`config.mk`:
```
export PLATFORM = sky130hd
export DESIGN_NAME = bank_burst_master
export DESIGN_NICKNAME = d
export VERILOG_FILES = /design/src/rtl/bank_burst_pkg.sv /design/src/rtl/bank_rsp_fifo.sv /design/src/rtl/bank_burst_master.sv
export SDC_FILE = /design/constraint.sdc
export NUM_CORES = 1
export LEC_CHECK = 0
export ABC_AREA = 1
export CORE_MARGIN = 2
export CORE_UTILIZATION = 48
export CTS_CLUSTER_SIZE = 30
export DETAILED_ROUTE_END_ITERATION = 10
export PLACE_DENSITY = 0.84
export RECOVER_POWER = 50
export SLEW_MARGIN = 20
export SYNTH_ARGS = -nofsm -noshare
export SYNTH_HDL_FRONTEND = slang
export SYNTH_HIERARCHICAL = 1
export SYNTH_SLANG_ARGS = --single-unit
```
`constraint.sdc`:
```
create_clock -name clk -period 6.8 [get_ports clk]
set_input_delay 1.36 -clock clk [delete_from_list [all_inputs] [get_ports clk]]
set_output_delay 1.36 -clock clk [all_outputs]
set_load 0.05 [all_outputs]
```
`src/rtl/bank_burst_pkg.sv`:
```
// Shared types for the bank burst master: FSM states, bank-index width helper
// and the descriptor layout presented on the desc_* ports.
package bank_burst_pkg;

    localparam int NUM_BANKS_DEF  = 5;
    localparam int ADDR_WIDTH_DEF = 9;
    localparam int LEN_WIDTH_DEF  = 12;

    function automatic int bank_width(input int n);
        return (n <= 1) ? 1 : $clog2(n);
    endfunction

    localparam int BANK_W_DEF = bank_width(NUM_BANKS_DEF);

    typedef enum logic [2:0] {
        IDLE,
        WRITE,
        READ,
        DRAIN,
        DONE
    } state_t;

    typedef struct packed {
        logic                      write;
        logic [BANK_W_DEF-1:0]     bank;
        logic [ADDR_WIDTH_DEF-1:0] addr;
        logic [LEN_WIDTH_DEF-1:0]  len;
    } desc_t;

endpackage

```
`src/rtl/bank_rsp_fifo.sv`:
```
// Read-response FIFO: power-of-two depth, storage-backed head word, push and
// pop in the same cycle allowed even when full or empty.
module bank_rsp_fifo #(
    parameter int DEPTH      = 4,
    parameter int DATA_WIDTH = 32,
    localparam int PTR_W     = (DEPTH > 1) ? $clog2(DEPTH) : 1,
    localparam int CNT_W     = $clog2(DEPTH) + 1
) (
    input  logic                  clk,
    input  logic                  rst,
    input  logic                  push,
    input  logic [DATA_WIDTH-1:0] push_data,
    input  logic                  pop,
    output logic [DATA_WIDTH-1:0] pop_data,
    output logic                  full,
    output logic                  empty,
    output logic [CNT_W-1:0]      count
);

    logic [DATA_WIDTH-1:0] mem [DEPTH];
    logic [PTR_W-1:0]      wr_ptr;
    logic [PTR_W-1:0]      rd_ptr;
    logic                  do_push;
    logic                  do_pop;

    assign empty   = (count == '0);
    assign full    = (count == CNT_W'(DEPTH));
    assign do_pop  = pop & ~empty;
    // A pop frees the slot the push needs, so a full FIFO still accepts.
    assign do_push = push & (~full | do_pop);

    always_ff @(posedge clk) begin
        if (rst) begin
            wr_ptr <= '0;
            rd_ptr <= '0;
            count  <= '0;
        end else begin
            if (do_push) wr_ptr <= wr_ptr + PTR_W'(1);
            if (do_pop)  rd_ptr <= rd_ptr + PTR_W'(1);
            case ({do_push, do_pop})
                2'b10:   count <= count + CNT_W'(1);
                2'b01:   count <= count - CNT_W'(1);
                default: count <= count;
            endcase
        end
    end

    always_ff @(posedge clk) begin
        if (do_push) mem[wr_ptr] <= push_data;
    end

    assign pop_data = mem[rd_ptr];

endmodule

```
`src/rtl/bank_burst_master.sv`:
```
// Descriptor-driven burst master: splits a burst into single-word bank commands
// interleaved across banks, with credit-limited reads feeding a response FIFO.
module bank_burst_master
    import bank_burst_pkg::*;
#(
    parameter int NUM_BANKS       = 5,
    parameter int ADDR_WIDTH      = 9,
    parameter int DATA_WIDTH      = 32,
    parameter int LEN_WIDTH       = 12,
    parameter int MAX_OUTSTANDING = 4,
    localparam int BANK_W         = bank_width(NUM_BANKS)
) (
    input  logic                  clk,
    input  logic                  rst,
    input  logic                  desc_valid,
    output logic                  desc_ready,
    input  logic                  desc_write,
    input  logic [BANK_W-1:0]     desc_bank,
    input  logic [ADDR_WIDTH-1:0] desc_addr,
    input  logic [LEN_WIDTH-1:0]  desc_len,
    input  logic                  wr_valid,
    output logic                  wr_ready,
    input  logic [DATA_WIDTH-1:0] wr_data,
    output logic                  rd_valid,
    input  logic                  rd_ready,
    output logic [DATA_WIDTH-1:0] rd_data,
    output logic                  cmd_valid,
    input  logic                  cmd_ready,
    output logic                  cmd_we,
    output logic [BANK_W-1:0]     cmd_bank,
    output logic [ADDR_WIDTH-1:0] cmd_addr,
    output logic [DATA_WIDTH-1:0] cmd_wdata,
    input  logic                  rsp_valid,
    input  logic [DATA_WIDTH-1:0] rsp_rdata,
    output logic                  busy,
    output logic                  done
);

    localparam int CRED_W = $clog2(MAX_OUTSTANDING) + 1;
    localparam logic [BANK_W-1:0] LAST_BANK = BANK_W'(NUM_BANKS - 1);

    state_t                state;
    state_t                state_next;
    desc_t                 desc_in;
    logic [BANK_W-1:0]     bank_q;
    logic [ADDR_WIDTH-1:0] addr_q;
    logic [LEN_WIDTH-1:0]  remaining;
    logic [CRED_W-1:0]     credits;
    logic                  load;
    logic                  last_word;
    logic                  cmd_fire;
    logic                  read_issue;
    logic                  rd_fire;
    logic                  rsp_expected;
    logic                  rsp_push;
    logic                  fifo_full;
    logic                  fifo_empty;
    logic [CRED_W-1:0]     fifo_count;

    assign desc_in = '{write: desc_write, bank: desc_bank, addr: desc_addr, len: desc_len};

    assign last_word  = (remaining == LEN_WIDTH'(1));
    assign cmd_fire   = cmd_valid & cmd_ready;
    assign read_issue = cmd_fire & (state == READ);
    assign rd_fire    = rd_valid & rd_ready;

    assign cmd_bank  = bank_q;
    assign cmd_addr  = addr_q;
    assign cmd_wdata = wr_data;
    assign busy      = (state != IDLE);

    always_comb begin
        state_next = state;
        desc_ready = 1'b0;
        wr_ready   = 1'b0;
        cmd_valid  = 1'b0;
        cmd_we     = 1'b0;
        load       = 1'b0;
        done       = 1'b0;
        unique case (state)
            IDLE: begin
                desc_ready = 1'b1;
                if (desc_valid) begin
                    load = 1'b1;
                    if (desc_in.len == '0) state_next = DONE;
                    else                   state_next = desc_in.write ? WRITE : READ;
                end
            end
            WRITE: begin
                cmd_valid = wr_valid;
                wr_ready  = cmd_ready;
                cmd_we    = 1'b1;
                if (wr_valid && cmd_ready && last_word) state_next = DONE;
            end
            READ: begin
                // Only issue when a FIFO slot is guaranteed for the response.
                cmd_valid = (credits < CRED_W'(MAX_OUTSTANDING));
                if (cmd_valid && cmd_ready && last_word) state_next = DRAIN;
            end
            DRAIN: begin
                if (credits == '0) state_next = DONE;
            end
            DONE: begin
                done       = 1'b1;
                state_next = IDLE;
            end
            default: state_next = IDLE;
        endcase
    end

    always_ff @(posedge clk) begin
        if (rst) begin
            state     <= IDLE;
            bank_q    <= '0;
            addr_q    <= '0;
            remaining <= '0;
            credits   <= '0;
        end else begin
            state <= state_next;
            if (load) begin
                bank_q    <= desc_in.bank;
                addr_q    <= desc_in.addr;
                remaining <= desc_in.len;
            end else if (cmd_fire) begin
                remaining <= remaining - LEN_WIDTH'(1);
                if (bank_q == LAST_BANK) begin
                    bank_q <= '0;
                    addr_q <= addr_q + ADDR_WIDTH'(1);
                end else begin
                    bank_q <= bank_q + BANK_W'(1);
                end
            end
            case ({read_issue, rd_fire})
                2'b10:   credits <= credits + CRED_W'(1);
                2'b01:   credits <= credits - CRED_W'(1);
                default: credits <= credits;
            endcase
        end
    end

    // Credits cover words both in flight and buffered; a response is only
    // legitimate while some credit is not yet backed by a FIFO entry.
    assign rsp_expected = (credits > fifo_count);
    assign rsp_push     = rsp_valid & rsp_expected & (~fifo_full | rd_fire);
    assign rd_valid     = ~fifo_empty;

    bank_rsp_fifo #(
        .DEPTH      (MAX_OUTSTANDING),
        .DATA_WIDTH (DATA_WIDTH)
    ) u_rsp_fifo (
        .clk       (clk),
        .rst       (rst),
        .push      (rsp_push),
        .push_data (rsp_rdata),
        .pop       (rd_fire),
        .pop_data  (rd_data),
        .full      (fifo_full),
        .empty     (fifo_empty),
        .count     (fifo_count)
    );

endmodule

```
==> results of run 1 <==
==> per-stage QoR <==
stage / setup slack, ns / instances
finish: 2.265 / 1054
global placement: 2.038 / 1022
CTS: 1.922 / 1052
global route: 2.126 / 1052
detailed placement: 1.936 / 1022
floorplan: 2.272 / 750
==> cells in the mapped netlist (all sizes together), types with 5 or more instances <==
cell type,n,area (sq um)
dfxtp,39,780.8
buf,47,340.3
xor2,5,43.79
ha,13,162.7
o22ai,32,200.2
edfxtp,128,3844
nand2,116,481.7
nand3,38,205.2
clkbuf,12,46.29
o21ai,91,489.2
nor2,119,451.7
a21oi,21,108.9
inv,64,247.7
a31oi,5,31.28
==> area by class of cell <==
cell class	instances	area share, %
sequential	167	50.38
multi-input combinational	460	25.34
timing repair buffer	115	12.50
clock buffer	18	4.670
tap	216	2.941
inverter	64	2.696
clock inverter	12	1.416
antenna	2	0.05447
==> routing by layer <==
layer | share of wire, % | up-vias | global-route usage, % | routed length, um
li1 | - | 2686 | - | -
met1 | 42 | 2603 | 23.43 | 6654
met2 | 48 | 264 | 30.43 | 7547
met3 | 8.1 | 23 | 4.879 | 1274
met4 | 1.6 | 0 | 8.223 | 251
met5 | 0 | - | 0 | 0
==> sequential cells by signal, summed over array words and instances, names as in the netlist, named ones only <==
register	flops
cmd_addr	9
cmd_bank	3
credits	3
remaining	12
state	3
u_rsp_fifo/count	3
u_rsp_fifo/mem	128
u_rsp_fifo/rd_ptr	2
u_rsp_fifo/wr_ptr	2
==> worst paths after layout <==
check | startpoint | to | slack [ns] | cells past startpoint
worst max-delay path | flop | rd_data[21] | 2.27 | 4
worst min register to register | u_rsp_fifo/rd_ptr[1] | flop | 0.46 | 2
worst max register to register | u_rsp_fifo/count[2] | u_rsp_fifo/mem[1][16] | 3.09 | 9
worst min-delay path | u_rsp_fifo/rd_ptr[1] | flop | 0.46 | 2
==> critical path: cells and delay by family (launching register included) <==
kind | cells | cell delay, ns
buffers and inverters | 2 | 1.68
AO/OA/AOI/OAI | 2 | 0.53
flip-flops | 1 | 0.52
==> power by group through the flow <==
stage / combinational (W) / sequential (W) / clock (W)
4_1_cts: 0.00150 / 0.00138 / 0.000922
3_3_place_gp: 0.00148 / 0.00139 / 0
2_1_floorplan: 0.00108 / 0.00143 / 0
6_report: 0.00147 / 0.00138 / 0.000904
5_1_grt: 0.00160 / 0.00140 / 0.000961
3_5_place_dp: 0.00149 / 0.00140 / 0
==> cell families (layout without fill, tap and decap cells) <==
logic type      Yosys count  in the layout
compound gates          154            154
xor+xnor                  9              9
fa+ha+maj                15             15
buf+inv                 123            209
flops                   167            167
other cells               0              2
simple gates            282            282
==> out/metrics.csv, run 1 <==
metric;value;unit
outcome;completed;
die_height;129.9;um
cts_root_buffer;clkbuf_16;
p_int;0.002280;W
gp_congestion;0.8625;
synthDistinctLibCells;41;
rows;46;
drt_iter0_drc;394;
fill_cells;1267;
netSwitchingFraction;39.30;%
hp-class;flop to flop;
clk_pin_slew_worst_paths;0.06;ns
fin_area;9189;sq um
finalSetupTns;0;ns
clock-sinks;167;
finalCritPeriodShare;66.69;%
initial_core_util;48.56;%
final_common_cell;edfxtp_1;
grt_max_degree;66;
power_frac_comb;39.2;%
numCtsBuffers;17;
arrival;3.17;ns
endpoint_kind;output pin;
drt_first_pass_iters;4;
cap_viol_max_count;0;
grt_pass1_wl;24250;um
start_kind;flop;
whs;0.4595;ns
synth_edf_count;128;
hold_viol;0;
crit_type;flop to output pin;
ys_ff_latch;167;
viasPerCell;5.290;
syn_area;7602;sq um
drive_gt1_share;6.579;%
fin_crit;4.535;ns
synthXorXnorAreaFrac;1.037;%
finalNetCount;936;
ir_drop;349.5;uV
cts_resized;0;
cellPowerDensity;408.8;nW/um^2
yosys.area_share.simple;15.70;%
syn_nets;861;
pin_count;179;
synthCells;750;
antenna_found_initial;2;
avgSynthCellArea;10.14;sq um
synth_ff_type;edfxtp_1;
die_area;16860;sq um
clkLatencyLatePin;0.42;ns
async_flop_share;0;%
synth_compound_area_share;11.42;%
yosys.area_share.adder;2.666;%
crit_required;5.44;ns
placed_area;8661;sq um
ant_nets;0;
post_cts_buffers;0;
regArea;4629;sq um
grt_pass1_vias;5117;
critPathMaxStageDelay;0.85;ns
fmax;220.5;MHz
final_max_slew_viol_count;0;
cts_buffer_depth;2;
tightest_slew;1.023;ns
crit_slowest_cell;clkdlybuf4s50_1;
dpl.hpwl;9946;um
htree_levels;4;
final_core_util;58.70;%
crit_chain;inv_2 > o21ai_0 > o22ai_1 > clkdlybuf4s50_1;
cellLeakagePower;3.351;nW
finalPower;0.003757;W
rsz0062_at_grt;no;
tritoncts;built;
synth_top_family_by_area;simple AND/OR/NAND/NOR gates;
path_max_fanout;65;
power.switching;0.001476;W
finClkSkew;0.006107;ns
drt-total-wl;15730;um
route.detailed.drc;0;
coreArea;15660;sq um
layout_common_cells;edfxtp_1, nor2_1, nand2_1;
slew_headroom;31.11;%
wl_per_cell;14.92;um
setup_viol;0;
grt_use_total;18.60;%
synth.area.mux_share;0;%
grt_overflow;0;
seqPwrFrac;36.7;%
fp.dieW;129.9;um
multi_input_area;2328;sq um
portBuffers;114;
hold_buffers;0;
syn2layout_area_growth;20.87;%
clockPowerShare;24.1;%
yosysSeqAreaShare;60.83;%
routed-via-count;5576;
ys_warn_count;6;
Note: power is estimated with default switching activity, not from simulation.
==> inputs of run 2 (changes only) <==
clock period = 4.4 ns   (was 6.8 ns; I/O delays follow)
==> run 2 against run 1 <==
Setup slack got worse by 1.4 ns; clock skew rose by 0.0037 ns; first-iteration DRC count fell by 19%; utilization rose by 0.90 points; combinational power rose by 60%; sequential power rose by 52%; register-to-register slack got worse by 1.7 ns; critical path type unchanged; critical endpoint is now rd_data[8]; highest routed layer is now met5.
==> out/metrics.csv, run 2 (synthesis gave the netlist of run 1 again) <==
metric;value;unit;change
drive_gt1_share;7.783;%;+1.2 points
hold_buffers;0;;unchanged
cts_root_buffer;clkbuf_16;;
critPathMaxStageDelay;0.85;ns;about the same
cap_viol_max_count;0;;unchanged
hold_depth;2;;unchanged
ant_nets;0;;unchanged
cellLeakagePower;3.418;nW;+2.0%
finalNetCount;946;;+1.1%
post_cts_buffers;0;;unchanged
dpl.hpwl;10300;um;+3.6%
layout_common_cells;edfxtp_1, nor2_1, nand2_1;;
crit_slowest_cell;clkdlybuf4s50_1;;
initial_core_util;48.56;%;unchanged
pin_count;179;;unchanged
finalSetupTns;0;ns;unchanged
numCtsBuffers;17;;unchanged
tritoncts;built;;
antenna_found_initial;3;;+1
htree_levels;4;;unchanged
path_max_fanout;48;;-26%
portBuffers;114;;unchanged
drt-total-wl;15650;um;-0.52%
final_max_slew_viol_count;0;;unchanged
rrSetupSlack;1.44;ns;-1.65 ns
gp_congestion;0.8275;;-4.1%
clkLatencyLatePin;0.42;ns;about the same
die_height;129.9;um;unchanged
coreArea;15660;sq um;unchanged
tightest_slew;0.6867;ns;-0.3359 ns
finClkSkew;0.009805;ns;+0.003698 ns
grt_pass1_vias;5086;;-0.61%
grt_pass1_wl;24360;um;+0.45%
hold_viol;0;;unchanged
arrival;2.69;ns;-0.48 ns
grt_use_total;18.55;%;-0.048 points
crit_type;flop to output pin;;
rows;46;;unchanged
route.detailed.drc;0;;unchanged
clk_pin_slew_worst_paths;0.06;ns;about the same
cellPowerDensity;632.5;nW/um^2;+55%
grt_max_degree;65;;-1.5%
hp-class;flop to flop;;
fill_cells;1315;;+3.8%
drt_first_pass_iters;5;;+1
viasPerCell;5.208;;-1.6%
fmax;280.3;MHz;
start_kind;flop;;
largest_reg_flops;128;;unchanged
crit_chain;inv_2 > buf_4 > o21ai_0 > o22ai_1 > clkdlybuf4s50_1;;
setup_viol;0;;unchanged
syn2layout_area_growth;22.71;%;
crit_required;3.52;ns;-1.92 ns
endpoint_kind;output pin;;
slew_headroom;54.11;%;+23 points
finalCritPeriodShare;81.08;%;
rr_worst_depth;11;;+2
fin_crit;3.568;ns;
clock-sinks;167;;unchanged
outcome;completed;;
rr_endpoint;u_rsp_fifo/mem[3][18];;
drt_iter0_drc;320;;-19%
routed-via-count;5552;;-0.43%
final_common_cell;edfxtp_1;;
ir_drop;502.3;uV;+44%
die_area;16860;sq um;unchanged
cts_buffer_depth;2;;unchanged
fin_ws;0.8323;ns;-1.433 ns
wl_per_cell;14.68;um;-1.6%
top_register;u_rsp_fifo/mem;;
rsz0062_at_grt;no;;
r2r_start;u_rsp_fifo/count[0];;
cts_resized;0;;unchanged
fp.dieW;129.9;um;unchanged
worstHoldStart;u_rsp_fifo/rd_ptr[1];;
dp_slack;0.9910;ns;-0.9454 ns
grt_overflow;0;;unchanged
-- run 2: cell count changes in the layout (fill, tap and decap cells not counted), moves of 2 or more --
cell,delta
buf_4,+6
clkinv_2,-4
buf_12,+3
inv_6,+2
inv_8,+5
-- run 2: area by class of cell --
| class | instances | area (sq um) | share of cell area (%) |
|---|---|---|---|
| well taps | 216 | 270.3 | 2.897 |
| multi-input cells | 460 | 2340 | 25.08 |
| repair buffers | 125 | 1257 | 13.48 |
| flip-flops and latches | 167 | 4626 | 49.58 |
| clock inverters | 15 | 157.7 | 1.690 |
| diodes | 2 | 5.005 | 0.05365 |
| inverters | 64 | 247.7 | 2.656 |
| clock buffers | 17 | 425.4 | 4.560 |
-- run 2: critical path: cells and delay by family (launching register included) --
family,cells,cell delay (ns)
flip-flops,1,0.32
buffers and inverters,3,1.53
AO/OA/AOI/OAI,2,0.40
-- run 2: per-layer routing --
metal  wire length [um]  GRT usage [%]
met1               6906          23.62
met5                 13              0
met2               7531          30.80
met3               1064          5.904
met4                130          5.060
-- run 2: worst max path at each step --
| stage | endpoint | depth (start not counted) | slack (ns) | startpoint |
|---|---|---|---|---|
| after floorplan | u_rsp_fifo/mem[0][0] | 6 | 0.35 | rd_ready |
| after global placement | cmd_valid | 4 | 1.09 | wr_valid |
| after detailed placement | u_rsp_fifo/mem[3][16] | 10 | 0.99 | rd_ready |
| after CTS | rd_data[8] | 5 | 0.79 | flop |
| after global routing | rd_data[8] | 5 | 0.69 | flop |
| final | rd_data[8] | 5 | 0.83 | flop |
-- run 2: where the power goes --
part | switching [W] | internal [W]
logic | 0.00159 | 0.000759
registers | 0.000134 | 0.00197
clock network | 0.000647 | 0.000804
total | 0.00237 | 0.00353
-- run 2: metrics by stage --
stage / instances / area (sq um) / total power [W] / hold WS, ns / util [%]
floorplan: 750 / 7602 / 0.003876 / 0.4356 / -
global placement: 1032 / 8773 / 0.004466 / 0.4481 / 56.04
detailed placement: 1032 / 8773 / 0.004515 / 0.4622 / 56.04
CTS: 1064 / 9356 / 0.005974 / 0.4721 / 59.77
global route: 1064 / 9324 / 0.006234 / 0.4966 / 59.56
finish: 1066 / 9329 / 0.005900 / 0.4662 / 59.59
